File: src/rtl/drive_mode_controller_pkg.sv
// Shared encodings for the driving-mode sequencer: state codes, mode codes
// and motion command bit positions.
package drive_pkg;

    typedef enum logic [2:0] {
        ST_OFF    = 3'd0,
        ST_IDLE   = 3'd1,
        ST_GAP    = 3'd2,
        ST_MANUAL = 3'd3,
        ST_SEMI   = 3'd4,
        ST_AUTO   = 3'd5
    } state_t;

    localparam logic [1:0] MODE_NONE = 2'b00;
    localparam logic [1:0] MODE_MAN  = 2'b01;
    localparam logic [1:0] MODE_SEMI = 2'b10;
    localparam logic [1:0] MODE_AUTO = 2'b11;

    localparam int CMD_FWD   = 3;
    localparam int CMD_BACK  = 2;
    localparam int CMD_LEFT  = 1;
    localparam int CMD_RIGHT = 0;

    function automatic state_t mode_to_state(input logic [1:0] mode);
        case (mode)
            MODE_MAN:  return ST_MANUAL;
            MODE_SEMI: return ST_SEMI;
            MODE_AUTO: return ST_AUTO;
            default:   return ST_IDLE;
        endcase
    endfunction

    function automatic logic [1:0] state_to_mode(input state_t st);
        case (st)
            ST_MANUAL: return MODE_MAN;
            ST_SEMI:   return MODE_SEMI;
            ST_AUTO:   return MODE_AUTO;
            default:   return MODE_NONE;
        endcase
    endfunction

endpackage

File: src/rtl/drive_mode_controller_if.sv
// Bus between the driving engines and the mode controller: mode request,
// engine commands, and the granted, sanitized motion command.
interface drive_mode_controller_if;
    logic [1:0] mode_sel;
    logic       vehicle_stopped;
    logic [3:0] man_cmd;
    logic [3:0] semi_cmd;
    logic [3:0] auto_cmd;
    logic [2:0] grant;
    logic [3:0] motor_cmd;

    modport master (
        output mode_sel, vehicle_stopped, man_cmd, semi_cmd, auto_cmd,
        input  grant, motor_cmd
    );

    modport slave (
        input  mode_sel, vehicle_stopped, man_cmd, semi_cmd, auto_cmd,
        output grant, motor_cmd
    );
endinterface

File: src/rtl/drive_mode_controller_cmd_sanitizer.sv
// Removes contradictory motion requests: opposing direction pairs that are
// both set are both dropped; other bits pass through.
module cmd_sanitizer
    import drive_pkg::*;
(
    input  logic [3:0] cmd,
    output logic [3:0] clean
);
    always_comb begin
        clean = cmd;
        if (cmd[CMD_FWD] && cmd[CMD_BACK]) begin
            clean[CMD_FWD]  = 1'b0;
            clean[CMD_BACK] = 1'b0;
        end
        if (cmd[CMD_LEFT] && cmd[CMD_RIGHT]) begin
            clean[CMD_LEFT]  = 1'b0;
            clean[CMD_RIGHT] = 1'b0;
        end
    end
endmodule

File: src/rtl/drive_mode_controller.sv
// Power sequencing and bus ownership for the manual / semi-auto / auto
// driving engines, with a forced-zero dead gap between owners.
//
//   state   | meaning
//   --------+-----------------------------------------------------------
//   OFF     | powered down; counting consecutive power_btn high cycles
//   IDLE    | powered, no owner; counting toward idle auto power-off
//   GAP     | dead time before handing the bus to the latched target
//   MANUAL  | manual engine owns the motion bus
//   SEMI    | semi-auto engine owns the motion bus
//   AUTO    | auto engine owns the motion bus
module drive_mode_controller
    import drive_pkg::*;
#(
    parameter int unsigned PWR_HOLD     = 100_000_000,
    parameter int unsigned DEAD_CYCLES  = 4,
    parameter int unsigned IDLE_TIMEOUT = 1_000_000_000,
    parameter int unsigned CNT_W        = 32
) (
    input  logic                    clk,
    input  logic                    rst,
    input  logic                    power_btn,
    drive_mode_controller_if.slave  bus,
    output logic                    power_on,
    output logic [2:0]              mode_state,
    output logic                    switch_pending
);

    state_t           state, state_nx;
    logic [CNT_W-1:0] cnt, cnt_nx;
    logic [1:0]       target, target_nx;
    logic             btn_prev;
    logic             btn_released, btn_released_nx;
    logic             pending_nx;
    logic [2:0]       grant_r, grant_nx;
    logic [3:0]       motor_r, motor_nx;
    logic [3:0]       owner_cmd, owner_clean;
    logic [1:0]       cur_mode;
    logic             active;
    logic             press;

    assign active   = (state == ST_MANUAL) || (state == ST_SEMI) || (state == ST_AUTO);
    assign cur_mode = state_to_mode(state);
    // A release must be seen while powered before a new press counts, so the
    // power-on hold itself can never immediately power the car back off.
    assign press    = (state != ST_OFF) && power_btn && !btn_prev && btn_released;

    always_comb begin
        case (state)
            ST_MANUAL: owner_cmd = bus.man_cmd;
            ST_SEMI:   owner_cmd = bus.semi_cmd;
            ST_AUTO:   owner_cmd = bus.auto_cmd;
            default:   owner_cmd = 4'b0000;
        endcase
    end

    cmd_sanitizer u_sanitizer (
        .cmd   (owner_cmd),
        .clean (owner_clean)
    );

    always_comb begin
        state_nx        = state;
        cnt_nx          = cnt;
        target_nx       = target;
        pending_nx      = 1'b0;
        btn_released_nx = (state == ST_OFF) ? 1'b0 : (btn_released | ~power_btn);

        if (press) begin
            state_nx = ST_OFF;
            cnt_nx   = '0;
        end else begin
            case (state)
                ST_OFF: begin
                    if (!power_btn) begin
                        cnt_nx = '0;
                    end else if (cnt == CNT_W'(PWR_HOLD - 1)) begin
                        state_nx = ST_IDLE;
                        cnt_nx   = '0;
                    end else begin
                        cnt_nx = cnt + CNT_W'(1);
                    end
                end
                ST_IDLE: begin
                    if (bus.mode_sel != MODE_NONE) begin
                        state_nx  = ST_GAP;
                        target_nx = bus.mode_sel;
                        cnt_nx    = '0;
                    end else if (cnt == CNT_W'(IDLE_TIMEOUT - 1)) begin
                        state_nx = ST_OFF;
                        cnt_nx   = '0;
                    end else begin
                        cnt_nx = cnt + CNT_W'(1);
                    end
                end
                ST_GAP: begin
                    if (cnt == CNT_W'(DEAD_CYCLES - 1)) begin
                        state_nx = mode_to_state(target);
                        cnt_nx   = '0;
                    end else begin
                        cnt_nx = cnt + CNT_W'(1);
                    end
                end
                ST_MANUAL, ST_SEMI, ST_AUTO: begin
                    cnt_nx = '0;
                    if (bus.mode_sel != cur_mode) begin
                        if (!bus.vehicle_stopped) begin
                            pending_nx = 1'b1;
                        end else if (bus.mode_sel == MODE_NONE) begin
                            state_nx = ST_IDLE;
                        end else begin
                            state_nx  = ST_GAP;
                            target_nx = bus.mode_sel;
                        end
                    end
                end
                default: begin
                    state_nx = ST_OFF;
                    cnt_nx   = '0;
                end
            endcase
        end

        case (state_nx)
            ST_MANUAL: grant_nx = 3'b001;
            ST_SEMI:   grant_nx = 3'b010;
            ST_AUTO:   grant_nx = 3'b100;
            default:   grant_nx = 3'b000;
        endcase

        // Bus is zeroed on the very edge ownership is given up.
        motor_nx = (active && (state_nx == state)) ? owner_clean : 4'b0000;
    end

    always_ff @(posedge clk) begin
        if (!rst) begin
            state          <= ST_OFF;
            cnt            <= '0;
            target         <= MODE_NONE;
            btn_prev       <= 1'b0;
            btn_released   <= 1'b0;
            power_on       <= 1'b0;
            grant_r        <= 3'b000;
            motor_r        <= 4'b0000;
            switch_pending <= 1'b0;
        end else begin
            state          <= state_nx;
            cnt            <= cnt_nx;
            target         <= target_nx;
            btn_prev       <= power_btn;
            btn_released   <= btn_released_nx;
            power_on       <= (state_nx != ST_OFF);
            grant_r        <= grant_nx;
            motor_r        <= motor_nx;
            switch_pending <= pending_nx;
        end
    end

    assign mode_state    = state;
    assign bus.grant     = grant_r;
    assign bus.motor_cmd = motor_r;

endmodule

File: src/flat_wrapper.sv
// flat-port wrapper written by rule: the top's interface ports become plain ports
module drive_mode_controller_flat import drive_pkg::*;
#(
    parameter int unsigned PWR_HOLD     = 100_000_000,
    parameter int unsigned DEAD_CYCLES  = 4,
    parameter int unsigned IDLE_TIMEOUT = 1_000_000_000,
    parameter int unsigned CNT_W        = 32
)
  (clk, rst, power_btn, power_on, mode_state, switch_pending, bus_mode_sel, bus_vehicle_stopped, bus_man_cmd, bus_semi_cmd, bus_auto_cmd, bus_grant, bus_motor_cmd);
  drive_mode_controller_if bus_i ();
  input  logic clk;
  input  logic rst;
  input  logic power_btn;
  output logic power_on;
  output logic [2:0] mode_state;
  output logic switch_pending;
  input wire logic [$bits(bus_i.mode_sel)-1:0] bus_mode_sel;
  input wire logic [$bits(bus_i.vehicle_stopped)-1:0] bus_vehicle_stopped;
  input wire logic [$bits(bus_i.man_cmd)-1:0] bus_man_cmd;
  input wire logic [$bits(bus_i.semi_cmd)-1:0] bus_semi_cmd;
  input wire logic [$bits(bus_i.auto_cmd)-1:0] bus_auto_cmd;
  output wire logic [$bits(bus_i.grant)-1:0] bus_grant;
  output wire logic [$bits(bus_i.motor_cmd)-1:0] bus_motor_cmd;
  assign bus_i.mode_sel = bus_mode_sel;
  assign bus_i.vehicle_stopped = bus_vehicle_stopped;
  assign bus_i.man_cmd = bus_man_cmd;
  assign bus_i.semi_cmd = bus_semi_cmd;
  assign bus_i.auto_cmd = bus_auto_cmd;
  assign bus_grant = bus_i.grant;
  assign bus_motor_cmd = bus_i.motor_cmd;
  drive_mode_controller #(.PWR_HOLD(PWR_HOLD), .DEAD_CYCLES(DEAD_CYCLES), .IDLE_TIMEOUT(IDLE_TIMEOUT), .CNT_W(CNT_W)) u_core (.clk(clk), .rst(rst), .power_btn(power_btn), .bus(bus_i), .power_on(power_on), .mode_state(mode_state), .switch_pending(switch_pending));
endmodule
File: config.mk
export PLATFORM = sky130hd
export DESIGN_NAME = drive_mode_controller_flat
export DESIGN_NICKNAME = d
export VERILOG_FILES = /design/src/rtl/drive_mode_controller_pkg.sv /design/src/rtl/drive_mode_controller_if.sv /design/src/rtl/drive_mode_controller_cmd_sanitizer.sv /design/src/rtl/drive_mode_controller.sv /design/src/flat_wrapper.sv
export SDC_FILE = /design/constraint.sdc
export NUM_CORES = 1
export LEC_CHECK = 0
export BUFFER_PORTS_ARGS = -buffer_cell sky130_fd_sc_hd__buf_2
export CORE_UTILIZATION = 31
export CTS_CLUSTER_SIZE = 10
export DETAILED_ROUTE_END_ITERATION = 8
export PLACE_DENSITY = 0.52
export SLEW_MARGIN = 20
export SYNTH_ARGS = -nofsm -noshare
export SYNTH_HDL_FRONTEND = slang
export SYNTH_SLANG_ARGS = --single-unit
File: constraint.sdc
create_clock -name clk -period 2 [get_ports clk]
set_input_delay 0.4 -clock clk [delete_from_list [all_inputs] [get_ports clk]]
set_output_delay 0.4 -clock clk [all_outputs]
set_load 0.01 [all_outputs]
# Word level (Yosys, flattened, before mapping)
# Index checks and enable logic that the tools add are counted.
# classes
addsub	1
eq_ne	20
n_mux	26
bitwise	7
reduce_logical	22
# ops
cell	count
$mux 32	5
$pmux 32 s3	1
$add 32x1->32 const B	1
$eq 32x2->1 const B	1
$eq 32x27->1 const B	1
$eq 32x30->1 const B	1
$mux 3	8
$pmux 3 s3	2
$eq 3x3->1 const B	4
$pmux 3 s4	1
$pmux 4 s3	1
$mux 2	5
$eq 3x2->1 const B	3
$reduce_or 3->1	3
$logic_and 1x1->1	6
$not 1->1	6
$pmux 2 s3	1
$reduce_and 6->1	1
$reduce_bool 3->1	2
$eq 2x2->1 const B	2
$ne 2x1->1 const B	2
$ne 2x2->1 const B	2
$pmux 2 s2	1
$reduce_bool 2->1	2
12 further kinds	14
# word_totals
reg_bits	48
inputBits	18
out_inout_bits	12
word_cells	86

# Logic depth before layout (Yosys ltp)
# logic_depth
depth_word	10
mapped_depth	8
depth_no_buf	7

# Modules after synthesis
# A second synthesis with hierarchy kept.
# unflattened
hier_cells	303
hier_area_um2	2512.4
# modules_own_cells
mod	instances	cells_per_inst	area_each_um2	seq_area_each_um2
drive_mode_controller	1	299	2477.4	960.9
cmd_sanitizer	1	4	35.0	0.0

# Least setup slack after synthesis
# OpenSTA, ideal clock, no wires.
# synth_timing
kind	register to register
from	reg u_core.cnt[0]
to	reg u_core.power_on
setup_ns	0.114
arrival_time_ns	1.898
required_time_ns	1.886
path_slack_ns	-0.011
path_stages_with_launch	8
path_buffers	0
synth_period_minus_slack_ns	2.011
path_cell_list	dfxtp_1 ha_1 nor4b_1 nand4_1 o31ai_1 a31oi_1 o21bai_1 a21o_1
# synth_between
elab_chain_len	6
word_cells_on_any_way	11
classes_between	3 x eq/ne; 7 x mux; 1 x reduce/logical
# synth_lines
element	line	rtl
from (decl)	drive_mode_controller.sv:30	logic [CNT_W-1:0] cnt, cnt_nx;
from (signal assigned)	drive_mode_controller.sv:148	cnt <= cnt_nx;
$eq 32x30->1 / $eq 32x27->1 (equally long branches)	drive_mode_controller.sv:89, drive_mode_controller.sv:77	
$mux 3, on equally long branches	drive_mode_controller.sv:89, drive_mode_controller.sv:77	
$mux 3, on equally long branches	drive_mode_controller.sv:85, drive_mode_controller.sv:75	
$pmux 3 s4 *	drive_mode_controller.sv:73	case (state)
$mux 3 *	drive_mode_controller.sv:69	if (press) begin
$reduce_bool 3->1 *	drive_mode_controller.sv:152	power_on <= (state_nx != ST_OFF);
to (signal assigned)	drive_mode_controller.sv:152	
to (decl)	drive_mode_controller.sv:24	output logic power_on,
# Every way passes the cells marked *; elsewhere a longest branch is shown, timed or not.
# A chain may end at the register's enable or synchronous reset.

# Worst setup path in the final report
# layout_timing
from	reg u_core.cnt[29]
to	reg u_core.cnt[24]
# layout_between
elab_chain_len	4
word_cells_on_any_way	9
classes_between	3 x eq/ne; 6 x mux
# layout_lines
element	line
$eq 32x30->1 / $eq 32x27->1 (equally long branches)	drive_mode_controller.sv:89, drive_mode_controller.sv:77
$mux 32, on equally long branches	drive_mode_controller.sv:89, drive_mode_controller.sv:77
$mux 32, on equally long branches	drive_mode_controller.sv:85, drive_mode_controller.sv:75
$pmux 32 s3 *	drive_mode_controller.sv:73
# Marked as above.

==> results.md <==
- In the finished design, the share of the clock period the worst path needs comes to 1.02.
- The library cell used most frequently in the layout, excluding fill and tap cells, is buf_4.
- After synthesis the cells add up to 2560 um^2.
- The mean area per synthesized cell is 8.03 um^2.
- The region available for standard cell placement spans 7850 um^2.
- Among all flip-flop cells after synthesis, the most frequent one is dfxtp_1.
- The number of enable flip-flop cells after synthesis is 0.
- The average wire length per cell after detail routing is 13.7 um.
- The number of slew-limit violations in the final report came to 0.
- The cell count of the worst reg-to-reg path is 8.
- For this configuration, the core starts out at a cell density of 0.327.
- The data required time at the worst endpoint is 2.19 ns.
- The post-route worst setup slack is -0.0393 ns.
- The total met2 wirelength after detailed routing is 3330 um.
- The worst setup path is captured at a register.
- The total vias in the final route is 2,537.
- The final period demand of the worst path is 2.04 ns.
- The sequential cell area is 976 um^2.
- The clock arrives with 0.0134 ns of skew.
- OpenSTA, run right after detailed placement, puts the worst setup slack at -0.0538 ns.
- The flow ran to the end, but the final reports show violations.
- The synthesized netlist contains 49 unique library cells.
- The number of remaining DRC errors is 0.
- The number of max-cap violations is 0.
- The global-route wire length before repair is 11,200 um.
- The type of the tightest min-delay check is in -> reg.
- The sequential fraction of the synthesis area is 0.375.
- The initial antenna violation count is 0.
- After synthesis, the share of flip-flops with an asynchronous set or reset is 0.
- Input and output buffers added on the ports amount to 29.
- The first detailed-routing pass took 4 iterations.
- The area of the die is 8630 um^2.
- The hold violation count in the final report is 0.
- Entering global routing, the biggest net connects 19 pins.
- The library cells used most frequently in the layout, excluding fill and tap cells, are 63 x buf_4, 38 x dfxtp_1, 37 x nor2_1, 29 x buf_2.
- At the worst endpoint, the arrival time is 2.23 ns.
- In the final layout, the share of cells above drive strength 1 is 0.392.
- Fill cells in the final layout number 794.
- The total power density per cell area is 487 nW/um^2.
- The worst-case clock buffer depth is 2.
- The worst setup path is of the reg -> reg kind.
- The detail route stage leaves a number of antenna-violating nets equal to 0.
- Overall power consumption after layout is estimated at 1830 uW.
- From synthesis to final layout, the design area changed by 46.6%.
- The starting DRC count in detailed routing is 52.
- The number of nets in the final layout is 431.
- The number of top-level pins is 30.
- The Yosys step of the flow raised 0 warnings.
- The total leakage power is 0.00145 uW.
- The half-perimeter wire length after detailed placement is 5230 um.
- The highest layer touched by signal routing is met4.
- The worst hold path passes through 2 cells.
- In this run the worst path has a maximum fanout of 6.
- Synthesis handed over a netlist of 319 instances.
- The transition time at the pin with the least slew margin is 0.425 ns.
- The final reports fail on negative setup slack.
- The die extent in x is 92.9 um.
- The via count of the first global-routing pass is 2,384.
- After clock tree synthesis, the clock-pin slew on the worst setup and hold paths is 0.10 ns.
- The worst setup path is launched from a register.
- The peak supply drop is 0.353 mV.
- In the final timing run, aggregate negative setup slack is -0.630 ns.
- The number of core rows is 32.
- CTS saw 48 sinks.
- The number of CTS-inserted buffers is 5.
- Setup violations remaining at the end of the flow were counted as 27.
- For this run, the total global-route usage over all layers was measured as 0.162.
- The clock tree from TritonCTS is yes.
- Routability-driven placement finished with a final weighted congestion of 0.860.
- Setup repair after global routing could not meet its margin everywhere.
- In the final layout, the multi-input gates occupy 1700 um^2.
- The die is 92.9 um tall.
- The maximum level of the CTS H-tree is 2.
- After detailed routing, the number of vias per cell comes to 4.93.
- Derived from the worst setup path, the maximum achievable clock frequency is 490 MHz.
- Hold timing on the final database bottoms out at a slack of 0.360 ns.
- The met3 wire length is 247 um.
- Summed over all layers, the global routing overflow is 0.
- The number of flip-flops and latches in the synthesized netlist is 48.
- The synthesized netlist net count is 338.
- The repair_antennas step left the layout with diodes totalling 0.
- The routed design has 7080 um of wire.
- After detailed routing, the wire length on met1 is 3340 um.
- CTS placed an instance of clkbuf_8 at the clock tree root.
- The relative max-transition margin is 0.716.
- The clock latency on the worst-skew pair is 0.31 ns.
==> where the power goes <==
group	total [uW]	leakage (uW)	switching, uW	internal [uW]
logic	121	0.00100	59.8	61.2
registers	958	0.000392	1.75	957
clock network	751	0.0000614	341	409
total	1830	0.00145	403	1430
==> cells in the mapped netlist, types with 2 or more instances <==
library cell,instances,share of area
a21boi_0,2,0.0059
a21oi_1,7,0.014
a22oi_1,6,0.018
a31oi_1,3,0.0073
and2_1,8,0.020
and3_1,8,0.020
and3b_1,2,0.0068
and4_1,4,0.014
buf_2,3,0.0059
buf_4,3,0.0088
clkbuf_1,9,0.013
dfxtp_1,48,0.37
inv_1,9,0.013
mux2i_1,2,0.0078
nand2_1,15,0.022
nand2b_1,3,0.0073
nand3_1,18,0.035
nand3b_1,7,0.021
nand4_1,8,0.020
nor2_1,60,0.088
nor2b_1,7,0.017
nor3_1,8,0.016
nor3b_1,5,0.015
nor4_1,9,0.022
nor4b_1,3,0.010
o211ai_1,2,0.0059
o21a_1,2,0.0059
o21ai_0,7,0.014
o21bai_1,2,0.0059
xnor2_1,18,0.062
xor2_1,13,0.044
==> critical path, cell delays in order, from the launching register on <==
cell	delay [ns]
dfxtp_2	0.37
and3_4	0.19
nand4_1	0.12
or4_4	0.53
o21ai_4	0.15
a311o_2	0.22
buf_12	0.15
clkbuf_16	0.16
nor2_1	0.04
==> stage by stage <==
stage          area, um^2  utilization  std cells
3_5_place_dp         3270        0.417        497
3_3_place_gp         3270        0.417        497
5_1_grt              3760        0.479        515
6_report             3760        0.479        515
4_1_cts              3420        0.436        505
2_1_floorplan        2570            -        319
==> metal layers <==
metal,GRT usage,vias to the layer above
li1,-,1304
met1,0.207,1177
met2,0.278,45
met3,0.0312,11
met4,0.0423,0
met5,0,-
==> final cells by class <==
cell class / instances / share of cell area
inverter: 9 / 0.00899
sequential: 48 / 0.260
clock buffer: 6 / 0.0220
clock inverter: 2 / 0.0103
timing repair buffer: 101 / 0.212
multi-input combinational: 247 / 0.453
tap: 102 / 0.0340
==> flip-flops by register name, summed over array words and instances, names as in the netlist <==
name                   flops
u_core.mode_state          3
u_core.btn_prev            1
u_core.bus.grant           3
u_core.cnt                32
u_core.switch_pending      1
u_core.btn_released        1
u_core.bus.motor_cmd       4
u_core.power_on            1
u_core.target              2
==> kinds of logic after synthesis <==
| kind of cell | count (synthesis) | synth area share |
|---|---|---|
| buffers and inverters | 24 | 0.0410 |
| XOR/XNOR | 31 | 0.106 |
| multiplexers | 2 | 0.00781 |
| AO/OA/AOI/OAI | 43 | 0.117 |
| AND/OR/NAND/NOR | 170 | 0.349 |
| adder cells (fa/ha/maj) | 1 | 0.00488 |
| flip-flops | 48 | 0.375 |
==> timing repair <==
item,CTS,global route
gates resized for setup,7,57
hold buffers,0,0
pin swaps,1,26
gates cloned,0,4
setup endpoints to repair,39,43
setup buffers,0,6
==> worst paths after layout <==
path	from	end	slack [ns]
max	u_core.cnt[29]$_SDFF_PP0_	u_core.cnt[24]$_SDFF_PP0_	-0.04
min	power_btn	u_core.btn_prev$_SDFF_PN0_	0.36
max reg2reg	u_core.cnt[29]$_SDFF_PP0_	u_core.cnt[24]$_SDFF_PP0_	-0.04
min reg2reg	u_core.cnt[0]$_SDFF_PP0_	u_core.cnt[0]$_SDFF_PP0_	0.54
Power figures use the tool's default switching activity.
